File: config.mk
export PLATFORM = sky130hd
export DESIGN_NAME = systolic_seq
export DESIGN_NICKNAME = d
export VERILOG_FILES = /design/src/rtl/systolic_seq.sv
export SDC_FILE = /design/constraint.sdc
export NUM_CORES = 1
export LEC_CHECK = 0
export CORE_MARGIN = 2
export CORE_UTILIZATION = 50
export CTS_BUF_LIST = sky130_fd_sc_hd__clkbuf_8
export CTS_CLUSTER_DIAMETER = 40
export DETAILED_ROUTE_END_ITERATION = 12
export PLACE_DENSITY = 0.79
export RECOVER_POWER = 50
export REMOVE_ABC_BUFFERS = 1
export SLEW_MARGIN = 5
export SYNTH_ARGS = -nofsm -noshare
export SYNTH_HDL_FRONTEND = slang
export SYNTH_SLANG_ARGS = --single-unit
File: constraint.sdc
create_clock -name clk -period 2.2 [get_ports clk]
set_input_delay 0.44 -clock clk [delete_from_list [all_inputs] [get_ports clk]]
set_output_delay 0.44 -clock clk [all_outputs]
set_load 0.02 [all_outputs]
File: src/rtl/systolic_seq.sv
// -----------------------------------------------------------------------------
// systolic_seq
//   Sequencer for a linear chain of DEPTH multiply-accumulate PEs that
//   computes a signed dot product. Operands are loaded through a valid/ready
//   command port. START feeds element pair k into PE k during feed cycle k,
//   so the partial sum ripples down the c chain in step with the operands.
//   The sum leaving the last PE is returned on a valid/ready response port.
//
// Optional feature (macro SYSTOLIC_SEQ_ACCUM_EN):
//   defined   - pe_c0 is driven from an accumulator that takes rsp_data on
//               every response handshake, so consecutive STARTs accumulate.
//   undefined - no accumulator; pe_c0 is tied to zero.
//
// Ports:
//   clk, rst_n            clock, asynchronous active-low reset
//   cmd_valid/cmd_ready   command handshake
//   cmd_op                0 LOAD_A, 1 LOAD_B, 2 START, 3 CLEAR
//   cmd_idx, cmd_data     element index / operand for LOAD_A and LOAD_B
//   rsp_valid/rsp_ready   response handshake
//   rsp_data              dot-product result (CW bits, wraps modulo 2^CW)
//   busy                  sequencer is not idle
//   pe_a, pe_b            per-PE operands, PE k at bits [k*DW +: DW]
//   pe_c0                 c_in of PE 0
//   pe_c_last             c_out of PE DEPTH-1
//   pe_rst                active-high PE reset (system reset or CLEAR pulse)
// -----------------------------------------------------------------------------
module systolic_seq #(
    parameter int unsigned DEPTH = 4,
    parameter int unsigned DW    = 16,
    parameter int unsigned CW    = 32
) (
    input  logic                  clk,
    input  logic                  rst_n,
    input  logic                  cmd_valid,
    output logic                  cmd_ready,
    input  logic [1:0]            cmd_op,
    input  logic [3:0]            cmd_idx,
    input  logic [DW-1:0]         cmd_data,
    output logic                  rsp_valid,
    input  logic                  rsp_ready,
    output logic [CW-1:0]         rsp_data,
    output logic                  busy,
    output logic [DEPTH*DW-1:0]   pe_a,
    output logic [DEPTH*DW-1:0]   pe_b,
    output logic [CW-1:0]         pe_c0,
    input  logic [CW-1:0]         pe_c_last,
    output logic                  pe_rst
);

    // Feed counter shares the index width so it can address up to 16 PEs.
    localparam int unsigned TW = 4;

    localparam logic [1:0] OP_LOAD_A = 2'd0;
    localparam logic [1:0] OP_LOAD_B = 2'd1;
    localparam logic [1:0] OP_START  = 2'd2;
    localparam logic [1:0] OP_CLEAR  = 2'd3;

    typedef enum logic [1:0] {
        IDLE  = 2'd0,
        FEED  = 2'd1,
        DRAIN = 2'd2,
        RESP  = 2'd3
    } state_e;

    state_e                       state_q, state_d;
    logic [TW-1:0]                t_q, t_d;
    logic [DEPTH-1:0][DW-1:0]     a_q, a_d;
    logic [DEPTH-1:0][DW-1:0]     b_q, b_d;
    logic                         clr_q, clr_d;
    logic                         rsp_valid_q, rsp_valid_d;
    logic [CW-1:0]                rsp_data_q, rsp_data_d;
    logic                         cmd_ready_q, cmd_ready_d;
    logic                         busy_q, busy_d;
    logic [DEPTH-1:0][DW-1:0]     pe_a_q, pe_a_d;
    logic [DEPTH-1:0][DW-1:0]     pe_b_q, pe_b_d;
    logic                         cmd_fire_c;

`ifdef SYSTOLIC_SEQ_ACCUM_EN
    logic [CW-1:0]                acc_q, acc_d;
`endif

    assign cmd_fire_c = cmd_valid && cmd_ready_q;

    // Next-state, storage updates and next values of the registered outputs.
    always_comb begin
        state_d     = state_q;
        t_d         = t_q;
        a_d         = a_q;
        b_d         = b_q;
        clr_d       = 1'b0;
        rsp_valid_d = rsp_valid_q;
        rsp_data_d  = rsp_data_q;
`ifdef SYSTOLIC_SEQ_ACCUM_EN
        acc_d       = acc_q;
`endif

        case (state_q)
            IDLE: begin
                if (cmd_fire_c) begin
                    case (cmd_op)
                        OP_LOAD_A: begin
                            // Indices at or beyond DEPTH match no slot and are dropped.
                            for (int k = 0; k < int'(DEPTH); k++) begin
                                if (cmd_idx == TW'(k)) begin
                                    a_d[k] = cmd_data;
                                end
                            end
                        end
                        OP_LOAD_B: begin
                            for (int k = 0; k < int'(DEPTH); k++) begin
                                if (cmd_idx == TW'(k)) begin
                                    b_d[k] = cmd_data;
                                end
                            end
                        end
                        OP_START: begin
                            state_d = FEED;
                            t_d     = '0;
                        end
                        OP_CLEAR: begin
                            a_d   = '0;
                            b_d   = '0;
                            clr_d = 1'b1;
`ifdef SYSTOLIC_SEQ_ACCUM_EN
                            acc_d = '0;
`endif
                        end
                        default: ;
                    endcase
                end
            end
            FEED: begin
                if (t_q == TW'(DEPTH - 1)) begin
                    state_d = DRAIN;
                end else begin
                    t_d = t_q + TW'(1);
                end
            end
            DRAIN: begin
                // Last PE registered the full sum on the previous edge.
                state_d     = RESP;
                rsp_valid_d = 1'b1;
                rsp_data_d  = pe_c_last;
            end
            RESP: begin
                if (rsp_ready) begin
                    state_d     = IDLE;
                    rsp_valid_d = 1'b0;
`ifdef SYSTOLIC_SEQ_ACCUM_EN
                    acc_d       = rsp_data_q;
`endif
                end
            end
            default: begin
                state_d = IDLE;
            end
        endcase

        // Outputs are registered, so they are decoded from the next state.
        cmd_ready_d = (state_d == IDLE);
        busy_d      = (state_d != IDLE);
        pe_a_d      = '0;
        pe_b_d      = '0;
        if (state_d == FEED) begin
            for (int k = 0; k < int'(DEPTH); k++) begin
                if (t_d == TW'(k)) begin
                    pe_a_d[k] = a_q[k];
                    pe_b_d[k] = b_q[k];
                end
            end
        end
    end

    // State and output registers.
    always_ff @(posedge clk or negedge rst_n) begin
        if (!rst_n) begin
            state_q     <= IDLE;
            t_q         <= '0;
            a_q         <= '0;
            b_q         <= '0;
            clr_q       <= 1'b0;
            rsp_valid_q <= 1'b0;
            rsp_data_q  <= '0;
            cmd_ready_q <= 1'b1;
            busy_q      <= 1'b0;
            pe_a_q      <= '0;
            pe_b_q      <= '0;
        end else begin
            state_q     <= state_d;
            t_q         <= t_d;
            a_q         <= a_d;
            b_q         <= b_d;
            clr_q       <= clr_d;
            rsp_valid_q <= rsp_valid_d;
            rsp_data_q  <= rsp_data_d;
            cmd_ready_q <= cmd_ready_d;
            busy_q      <= busy_d;
            pe_a_q      <= pe_a_d;
            pe_b_q      <= pe_b_d;
        end
    end

`ifdef SYSTOLIC_SEQ_ACCUM_EN
    // Running accumulator seeding the head of the chain.
    always_ff @(posedge clk or negedge rst_n) begin
        if (!rst_n) begin
            acc_q <= '0;
        end else begin
            acc_q <= acc_d;
        end
    end

    assign pe_c0 = acc_q;
`else
    assign pe_c0 = '0;
`endif

    assign cmd_ready = cmd_ready_q;
    assign busy      = busy_q;
    assign rsp_valid = rsp_valid_q;
    assign rsp_data  = rsp_data_q;
    assign pe_a      = pe_a_q;
    assign pe_b      = pe_b_q;

    // PEs are held in reset with the system and for one cycle after CLEAR.
    assign pe_rst    = ~rst_n | clr_q;

endmodule

Yosys cells after proc, flatten, opt, wreduce, memory -nomap -nowiden:

Index checks and enable logic that the tools add are counted.
W data, S select, Z words.

* flip-flop bits (word level): 298
* input bits: 58
* word-level logic and storage cells: 98

* $add $sub $neg: 1
* equality and inequality tests: 23
* muxes and demuxes: 30
* bitwise gates (word level): 2
* reduce and logical (&&, ||, !) cells: 19

Operator list (count)
* $pmux W64 S2: 2
* $mux W16: 12
* $mux W64: 2
* $reduce_and A4 Y1: 8
* $eq A4 B2 Y1 const B: 5
* $ne A2 B2 Y1 const B: 9
* $mux W4: 3
* $eq A2 B2 Y1 const B: 4
* $eq A4 B1 Y1 const B: 2
* $logic_not A4 Y1: 2
* $mux W2: 4
* $pmux W2 S4: 1
* $pmux W4 S2: 1
* $reduce_bool A2 Y1: 4
* $eq A2 B1 Y1 const B: 3
* $logic_not A2 Y1: 3
* $add A4 B1 Y4 const B: 1
* $mux W1: 4
* $pmux W1 S2: 1
* $reduce_and A2 Y1: 1
* $logic_and A1 B1 Y1: 1
* $not A1 Y1: 1
* $or A1 B1 Y1: 1

Depth between registers and ports, before layout:

* depth after elaboration: 7
* depth in mapped cells: 8
* depth with buffers taken out: 6

Least setup slack after synthesis:

OpenSTA, ideal clock, no wires.

* path type: input port to flip-flop
* from: input port cmd_op[0]
* to: register a_q[10] (netlist bit)
* setup time: 0.121 ns
* arrival: 1.794 ns
* data required time: 2.079 ns
* setup slack: 0.285 ns
* cell stages on the path: 6
* path buffers: 2
* cells stage by stage: buf_4 -> or4_4 -> o31ai_2 -> nand2_2 -> buf_6 -> a22o_1

* cells in the longest elaborated chain, start to end: 3

Ends and longest elaborated chain
* from (decl): line 36 `input logic [1:0] cmd_op,`
* $eq A2 B2 Y1 / $logic_not A2 Y1 (equally long branches): line 100 `case (cmd_op)`
* $reduce_bool A2 Y1 (no source line) / $ne A2 B2 Y1 (equally long branches)
* $reduce_and A4 Y1 (no source line)
* to (signal assigned): line 179 `a_q <= '0;`
* to (signal assigned): line 191 `a_q <= a_d;`
* to (decl): line 67 `logic [DEPTH-1:0][DW-1:0] a_q, a_d;`

Several ways; a longest one is shown, not always the timed one.
A chain may end at the register's enable or synchronous reset.

Final worst setup path:

* from: register state_q[0]
* to: register b_q[45] (netlist bit)

* cells in the longest elaborated chain, start to end: 2

Ends and longest elaborated chain
* from (decl): line 65 `state_e state_q, state_d;`
* from (signal assigned): line 189 `state_q <= state_d;`
* $logic_not A2 Y1: line 97 `case (state_q)`
* $reduce_and A4 Y1 (no source line)
* to (signal assigned): line 180 `b_q <= '0;`
* to (signal assigned): line 192 `b_q <= b_d;`
* to (decl): line 68 `logic [DEPTH-1:0][DW-1:0] b_q, b_d;`

Every way passes these cells.

==> metrics.yaml <==
outcome: "complete, no violations"
timing.hold.worst.start: "b_q[43]"
grt_pass1_vias: 8421
ys_types: 51
crit_family: "buffers and inverters"
layoutNonFillerInstCount: 1565
htree_levels: 2
totalPowerFinal_mw: 19.4
io-pin-count: 254
synth_cells: 956
drv_slew: 0
path_clk_slew_ps: 60
ys_top_cells_by_area: "dfrtp_1, nand2_1, a32o_1, nor3_2, nor4b_2"
routed_wl_um: 28700
drcViolationCount: 0
port-buffer-count: 221
synth.largest_area_cell: "dfrtp_1"
layout_min_cycle_time_ps: 2080
hold_path_class: "reg2reg"
critPathBufInv: 3
detail-route-antenna-nets: 0
max_freq_mhz: 482
crit_start: "state_q[0]"
worstReg2RegStart: "state_q[0]"
overflow: 0
cts_root_buf: "clkbuf_8"
ys_warn_count: 0
rsz0062_at_grt: "no"
final_util_pct: 67.0
synth_edf_count: 0
grt_pass1_wl_um: 45400
via_per_inst: 5.33
numCtsBuffers: 47
finClkSkew_ps: 13.9
core_area_mm2: 0.0234
tightest_slew_ps: 1000
p_leak_nw: 6.77
insertion_delay_ps: 550
postCtsSetupBuffers: 0
drtPass1Iterations: 7
cts_tree: "yes"
dp_hpwl_um: 18700
grt_max_degree: 154
cp.required_ps: 2610
postSynthAreaPerCell_um2: 12.5
nets: 1266
drt_iter0_drc: 418
path_max_fanout: 32
cts.sink_count: 298
cp_data_arrival_time_ps: 2490
async_reset_ff_share_pct: 100
finalSetupViolCount: 0
ys_ff_latch: 298
start_util_pct: 50.9
finalHoldViolations: 0
syn_area_mm2: 0.0119
wl_per_cell_um: 18.3
layout_commonest_cell: "dfrtp_1"
ir_drop_mv: 1.40
synth_seq_area_share_pct: 62.6
crit_slowest_cell: "dfrtp_1"
crit_top_cell: "buf_4"
die_h_um: 158
endpoint_kind: "register"
vias: 8349
final_layout_size_suffix_gt1_share_pct: 22.2
max-slew-margin-rel_pct: 33.3
synthToLayoutAreaGrowth_pct: 31.6
die-area_mm2: 0.0251
grt_antenna_before_repair: 0
setup.worst_path.class: "reg2reg"
gp_congestion: 0.811
cp_cell_sequence: "buf_4, nor4bb_1, buf_4, o211ai_1, clkbuf_4, nand2_1, o21ai_0"
powerDensity_mw_per_mm2: 1240
dp.cells: 1476
fin_crit_sh_pct: 94.3
ys.flop_type: "dfrtp_1"
diodes: 0
track_usage_pct: 23.4
critPathLaunchType: "register"
pre_cts_ws_ps: -216
timing.final.ws_setup_ps: 125
maxCapViolCount: 0
final_cell_mix: "dfrtp_1, clkdlybuf4s50_1, nand2_1"
die_w_um: 158
synth.top_cell.area_share_pct: 62.4
slowest_delay_ps: 480
ctsLongestPathBuffers: 3
row_count: 56
==> per-layer routing <==
layer,vias up,global-route usage (%),wire (um)
met4,0,9.57,889
met5,-,0,0
met1,4150,30.5,11800
met3,62,4.65,1780
li1,3814,-,-
met2,323,38.5,14200
==> kinds of logic (layout without fill, tap and decap cells) <==
logic type / after synthesis / in the layout / synth area share (%)
buf+inv: 120 / 379 / 5.96
flops: 298 / 298 / 62.6
other cells: 1 / 32 / 0.0315
fa+ha+maj: 1 / 1 / 0.105
simple gates: 353 / 353 / 18.8
compound gates: 151 / 151 / 9.54
mux: 32 / 32 / 3.02
==> tightest hold or removal path: cells and delay by family (launching register included) <==
kind / cells / cell delay (ps)
AOI/OAI and AO/OA: 1 / 60
DFF: 1 / 330
and+or+nand+nor: 1 / 40
==> where the power goes <==
group          total, mW  switching [mW]  internal (mW)
Combinational       7.18            4.54           2.64
Clock               5.14            2.16           2.98
Sequential          7.10           0.566           6.54
==> sequential cells by signal, indices dropped and copies added (netlist names), 2 cells and up <==
| register | count |
|---|---|
| rsp_data | 32 |
| pe_a | 64 |
| state_q | 2 |
| pe_b | 64 |
| a_q | 64 |
| t_q | 4 |
| b_q | 64 |
==> repair_timing <==
item                       4_1_cts  5_1_grt
gates resized for setup          0        1
hold buffers                     1        0
hold endpoints to repair        35        0
setup endpoints to repair        0        1
==> path summary, 6_finish.rpt <==
kind,to,slack (ps),cells after the start
setup / recovery,b_q[45],120,7
hold / removal,b_q[43],470,2
setup reg to reg,b_q[45],120,7
hold reg to reg,b_q[43],470,2
max in group asynchronous,a_q[17],300,4
min in group asynchronous,rsp_data[3],540,3
==> through the flow <==
stage | hold slack, ps | area (um^2) | setup TNS [ps]
CTS | 461 | 15800 | 0
global route | 482 | 15700 | 0
global placement | 455 | 14700 | -7230
detailed placement | 462 | 14700 | -10010
finish | 469 | 15700 | 0
floorplan | 144 | 11300 | -802290
==> synth_stat cells (5+ instances only) <==
| library cell | number |
|---|---|
| a22o_2 | 6 |
| o211ai_1 | 5 |
| nor3_1 | 51 |
| nor3_2 | 47 |
| mux2_2 | 32 |
| nor4b_2 | 30 |
| o21ai_0 | 66 |
| nor4b_1 | 5 |
| buf_6 | 9 |
| a32o_1 | 48 |
| nand2_1 | 156 |
| buf_4 | 40 |
| a22o_1 | 12 |
| dfrtp_1 | 297 |
| clkbuf_1 | 33 |
| nand3_1 | 35 |
| buf_2 | 33 |
==> cell type report <==
class / count / area, um^2
fill: 1758 / 7720
sequential: 298 / 7460
tap: 319 / 399
clock inverter: 27 / 235
clock buffer: 61 / 840
timing repair buffer: 288 / 2870
multi-input combinational: 569 / 3870
inverter: 3 / 12.5
Note: power is estimated with default switching activity, not from simulation.
